--- config.mk ---
export PLATFORM = sky130hd
export DESIGN_NAME = alu_result_buffer
export DESIGN_NICKNAME = d
export VERILOG_FILES = /design/src/rtl/alu_result_buffer.sv
export SDC_FILE = /design/constraint.sdc
export NUM_CORES = 1
export LEC_CHECK = 0
export CAP_MARGIN = 20
export CORE_AREA = 4 4 150 152
export DETAILED_ROUTE_END_ITERATION = 16
export DIE_AREA = 0 0 154 156
export PLACE_DENSITY = 0.61
export SETUP_SLACK_MARGIN = 0.1
export SLEW_MARGIN = 25
export SYNTH_ARGS = -nofsm -noshare
export SYNTH_HDL_FRONTEND = slang
export SYNTH_SLANG_ARGS = --single-unit
--- constraint.sdc ---
create_clock -name clk -period 2.4 [get_ports clk]
set_input_delay 0.36 -clock clk [delete_from_list [all_inputs] [get_ports clk]]
set_output_delay 0.36 -clock clk [all_outputs]
set_load 0.1 [all_outputs]
--- src/rtl/alu_result_buffer.sv ---
// In-order result FIFO between the ALU and the CDB arbiter.
// It holds completed results until the CDB grants them.
module alu_result_buffer #(
  parameter int DATA_WIDTH = 32,
  parameter int PHYS_W     = 6,
  parameter int ROB_W      = 5,
  parameter int DEPTH      = 4
) (
  input  logic                     clk,
  input  logic                     rst,
  input  logic                     flush,
  input  logic                     in_valid,
  output logic                     in_ready,
  input  logic [DATA_WIDTH-1:0]    in_result,
  input  logic                     in_zero,
  input  logic [PHYS_W-1:0]        in_prd,
  input  logic [ROB_W-1:0]         in_rob_idx,
  output logic                     cdb_valid,
  input  logic                     cdb_ready,
  output logic [DATA_WIDTH-1:0]    cdb_result,
  output logic                     cdb_zero,
  output logic [PHYS_W-1:0]        cdb_prd,
  output logic [ROB_W-1:0]         cdb_rob_idx,
  output logic [$clog2(DEPTH):0]   count
);

  localparam int PTR_W = $clog2(DEPTH);
  localparam int CNT_W = PTR_W + 1;

  typedef struct packed {
    logic [DATA_WIDTH-1:0] result;
    logic                  zero;
    logic [PHYS_W-1:0]     prd;
    logic [ROB_W-1:0]      rob_idx;
  } entry_t;

  entry_t             mem [DEPTH];
  entry_t             head_entry;
  logic [PTR_W-1:0]   head;
  logic [PTR_W-1:0]   tail;
  logic               push;
  logic               pop;

  // in_ready depends on count alone, so a full buffer never accepts even while popping
  assign in_ready  = (count < CNT_W'(DEPTH));
  assign cdb_valid = (count != '0);
  assign push      = in_valid && in_ready;
  assign pop       = cdb_valid && cdb_ready;

  always_comb begin
    head_entry = '0;
    if (cdb_valid) begin
      head_entry = mem[head];
    end
  end

  assign cdb_result  = head_entry.result;
  assign cdb_zero    = head_entry.zero;
  assign cdb_prd     = head_entry.prd;
  assign cdb_rob_idx = head_entry.rob_idx;

  always_ff @(posedge clk) begin
    if (rst || flush) begin
      head  <= '0;
      tail  <= '0;
      count <= '0;
    end else begin
      if (push) begin
        tail <= tail + PTR_W'(1);
      end
      if (pop) begin
        head <= head + PTR_W'(1);
      end
      case ({push, pop})
        2'b10:   count <= count + CNT_W'(1);
        2'b01:   count <= count - CNT_W'(1);
        default: count <= count;
      endcase
    end
  end

  always_ff @(posedge clk) begin
    if (push && !rst && !flush) begin
      mem[tail] <= '{result: in_result, zero: in_zero, prd: in_prd, rob_idx: in_rob_idx};
    end
  end

  assert property (@(posedge clk) disable iff (rst)
    (count <= CNT_W'(DEPTH)) && (tail == PTR_W'(head + count[PTR_W-1:0])));

endmodule

# --- After elaboration in Yosys (flattened, before gate mapping) ---
# Memories as Yosys holds them, arrays and structs flattened. A register that Yosys moved wholly into a read port is not among the register bits.
# Index checks and enable logic that the tools add are counted.
totals:
  mem_bits_rw: 176
  ff_bits: 7
  n_memories: 1
  latchBits: 0
  output_inout_bits: 49
  rom_bits: 0
op_classes:
  n_div: 0
  addsub: 4
  n_lt_le_gt_ge: 1
  muxes: 6
  eq_ne: 2
  n_bitwise: 0
  reduce_logical: 9
  shift: 0
  n_mul: 0
mem_list:
  columns: ["memory", "words", "width", "rd", "rd_clocked_by_memory_dff", "write_ports", "line_no", "text"]
  rows:
  - ["mem", 4, 44, 1, 1, 1, "37", "entry_t mem [DEPTH];"]
op_table:
  columns: ["cell", "n"]
  rows:
  - ["2-to-1 mux 44 bit", 1]
  - ["case mux 3 bit (2 select lines)", 1]
  - ["adder 2 x 1 -> 2 bit, second input constant", 2]
  - ["logical AND 1 bit", 4]
  - ["2-to-1 mux 2 bit", 2]
  - ["adder 3 x 1 -> 3 bit, second input constant", 1]
  - ["< comparator 3 bit, second input constant", 1]
  - ["nonzero test 3 bit", 1]
  - ["subtractor 3 x 1 -> 3 bit, second input constant", 1]
  - ["== test 2 x 1 -> 1 bit, second input constant", 1]
  - ["== test 2 bit, second input constant", 1]
  - ["zero test 1 bit", 2]
  - ["2-to-1 mux 1 bit", 2]
  - ["nonzero test 2 bit", 1]
  - ["logical OR 1 bit", 1]

# --- Logic depth before layout (Yosys ltp) ---
depth:
  word_depth: 6
  mapped_depth: 9

# --- Worst setup path before layout ---
# No wires, ideal clock.
synth_path:
  path_kind: "reg2out"
  from: "register count[2]"
  to: "output cdb_prd[0]"
  path_slack_ps: -865
  path_buffers: 2
  arrival_time_ps: 2905
  stages_incl_launch_ff: 5
  t_required_ps: 2040
  cell_sequence: "dfxtp_1 -> nor3_2 -> buf_2 -> clkbuf_1 -> nor2b_1"
synth_via:
  elab_chain_cells: 2
synth_lines:
  columns: ["element", "line_no", "text"]
  rows:
  - ["start, declared", "24", "output logic [$clog2(DEPTH):0] count"]
  - ["start signal, assigned", "75", "2'b10: count <= count + CNT_W'(1);"]
  - ["start signal, assigned", "76", "2'b01: count <= count - CNT_W'(1);"]
  - ["start signal, assigned", "77", "default: count <= count;"]
  - ["nonzero test 3 bit", "46", "assign cdb_valid = (count != '0);"]
  - ["2-to-1 mux 44 bit", "52", "if (cdb_valid) begin"]
  - ["end, declared", "22", "output logic [PHYS_W-1:0] cdb_prd,"]
# No other way between the ends.

==> metrics <==
outcome=completed; Fillers=roughly 1,700; fmax=roughly 440 MHz; CTS Buf Count=17; Clk pin slew, worst setup/hold paths=0.07 ns; CP startpoint kind=flip-flop; core area=21,000 um2; Initial DRT Pass Iterations=4; RSZ-0062 raised after global routing=true; Hold Worst Slack=approximately 0.52 ns; XOR/XNOR Fraction of Synth Area=less than 1%; Synth top area share=roughly three quarters; chip width=between 150 and 200 um; CTS tree=built; Critical Path RT=between 2 and 2.5 ns; Fin. Hold Viols=0; via count=roughly 3,500; Final Max Tran Viols=0; Avg Cell Area, Syn=around 21 um2; Setup crit end=cdb_result[20]; Cell Chain, Critical Path=buf_12 -> mux4_2 -> nor2b_2 -> buf_12; largest net degree at the start of global routing=between 40 and 50; r2r endpoint=count[2]$_SDFFE_PP0P_; Iter 0 DRT Violations=180; layout cells sized above 1=42.0%; Mapped Nets=389; Max Cap Viol=0; most frequent cell on the critical path=buf_12; Crit. path cell count=4; R2R setup slack=roughly 0.36 ns; IO Port Bufs=97; CTS Buffer Depth=2; post-synthesis cell count=about 330; main area contributors after synthesis=edfxtp_1 (74%), mux4_2 (14%), nor2b_1 (4.0%), dfxtp_1 (2.5%), ha_1 (0.88%); slowest stage delay, CP=between 0.5 and 0.6 ns; row count=53; WL final=between 10 and 15 mm; LEAKAGE=3.27 nW; Routed WL per cell=~19 um; register area share after synthesis=76.6%; HP Class=reg2reg; crit-path max FO=11; Final Critical Period=approximately 2.3 ns; DRT antenna net count=0; WS Path Type=reg2out; die outline height=around 160 um; worst path bufs/invs=2; multiplexer area fraction after synthesis=between 10% and 20%; r2r worst-path depth=8; Syn-to-layout area delta=39.5%; R2R Path Start=count[2]$_SDFFE_PP0P_; register bit total from synthesis=about 190; clk_skew=approximately 0.01 ns; final setup violation count=0; Worst path slowest cell=mux4_2; Clk Latency, worst-skew pair=approximately 0.42 ns; top cells by count, synth=edfxtp_1 (176), nor2b_1 (46), mux4_2 (44); number of synthesized flops with an enable pin=176; Final nets=between 500 and 600; CP top delay family=multiplexers; Worst VDD drop=~470 uV; gr ovfl total=0; Adder-Cell Fraction of Synth Area=1.16%; vias in the first global route=approximately 4,000; Synth Area in Compound Gates=0.491%; Final HPWL DP=approximately 8.3 mm; Die ar.=approximately 24,000 um2; GPL Wtd Cong=just over 0.7; main combinational cell family by area after synthesis=multiplexers; Starting Density=33.9%; gr usage total=between 10% and 20%; H-tree depth=4; global-route wire length before repair=between 20 and 25 mm; IO Pins=98; number of library cell types mapped by synthesis=24; CTS Sinks=roughly 190; Worst slew margin=between 70% and 80%; fin crit share=a little over nine tenths; drt via density=~4.7; initial antenna violation count=0; cts hold-fix bufs=0; drt drc=0; WP data arrival=between 1.5 and 2 ns; Async SR Flop Fraction=0%; Post-Synth Simple-Gate Area=roughly 5.4%; pwr dens=between 700 and 800 nW/um2; Syn. warnings=0; Final Util=between 40% and 50%; Post-synth top flop=edfxtp_1; Synth area leader=edfxtp_1; most numerous cell in the Yosys netlist=edfxtp_1; ANT cells=0; clock root cell=clkbuf_16; Worst-Margin Slew=roughly 0.38 ns; CP Capture Type=output pin; Cell Area, Synth=~7100 um2
-- worst register-to-register path: cells and delay by family (launching register included) --
kind / cells / cell delay (ns)
buffers and inverters: 1 / 0.07
adders and majority gates: 2 / 0.61
and+or+nand+nor: 3 / 0.59
DFF: 1 / 0.38
xor gates and xnor gates: 1 / 0.16
AOI/OAI and AO/OA: 1 / 0.15
-- worst min-delay path by stage --
stage                    startpoint  depth (start not counted)                    to
2_1_floorplan         in_rob_idx[0]                          0   mem[0][0]$_DFFE_PP_
3_3_place_gp   head[0]$_SDFFE_PP0P_                          2  head[0]$_SDFFE_PP0P_
3_5_place_dp   head[1]$_SDFFE_PP0P_                          2             flip-flop
4_1_cts        head[1]$_SDFFE_PP0P_                          2             flip-flop
5_1_grt        head[0]$_SDFFE_PP0P_                          2  head[0]$_SDFFE_PP0P_
6_report       head[1]$_SDFFE_PP0P_                          2             flip-flop
-- power by group --
part           internal, mW  total (mW)  switching, mW
clock                  1.54        2.69           1.15
sequential             3.57        3.58         0.0131
combinational         0.406        1.03          0.623
total                  5.52        7.30           1.79
-- flip-flops by register name (all words and copies together), names as in the netlist, named ones only --
name   cells
mem      176
count      3
tail       2
head       2
-- cells by family (layout without fill, tap and decap cells) --
logic type,after synthesis,after routing
AO/OA/AOI/OAI,7,7
XOR/XNOR,3,3
adder cells (fa/ha/maj),6,6
buffers and inverters,25,153
flip-flops,185,185
multiplexers,45,45
AND/OR/NAND/NOR,63,63
-- through the flow --
step | setup slack [ns] | cells | setup TNS (ns) | power (mW) | instance area (um2)
2_1_floorplan | -0.0315 | 334 | -0.947 | 4.26 | 7450
3_3_place_gp | 0.0576 | 702 | 0 | 4.66 | 9310
3_5_place_dp | -0.0272 | 702 | -0.0272 | 4.67 | 9310
4_1_cts | 0.0387 | 735 | 0 | 7.40 | 9920
5_1_grt | 0.0337 | 737 | 0 | 7.57 | 9960
6_report | 0.128 | 737 | 0 | 7.30 | 9960
-- cell type report --
class | count | area (um2) | area share, %
clock inverters | 13 | 145 | 1.46
repair buffers | 113 | 1690 | 16.9
multi-input cells | 124 | 1840 | 18.4
clock buffers | 19 | 433 | 4.35
well taps | 275 | 344 | 3.46
flip-flops and latches | 185 | 5480 | 55.1
inverters | 8 | 30.0 | 0.302
-- timing repair --
item                       CTS  global route
setup buffers                0             1
cloned                       1             1
setup endpoints to repair   22            24
resized for setup            0             0
-- cell usage in the layout, fill, tap and decap left out, types with 5 or more instances in the layout --
| master | synthesis | routed |
|---|---|---|
| buf_12 | 0 | 54 |
| buf_4 | 0 | 9 |
| clkbuf_16 | 0 | 18 |
| clkdlybuf4s50_1 | 0 | 48 |
| edfxtp_1 | 176 | 176 |
| ha_1 | 5 | 5 |
| inv_1 | 8 | 8 |
| mux4_2 | 44 | 44 |
| nor2_1 | 6 | 6 |
| nor2b_2 | 0 | 7 |
| nor2b_4 | 0 | 37 |
-- metal layers --
layer	up-vias	GRT usage, %	wire [um]
li1	1561	-	-
met1	1807	15.3	5940
met2	80	19.9	7060
met3	13	4.22	683
met4	0	3.20	183
met5	-	0	0
Power figures use the tool's default switching activity.
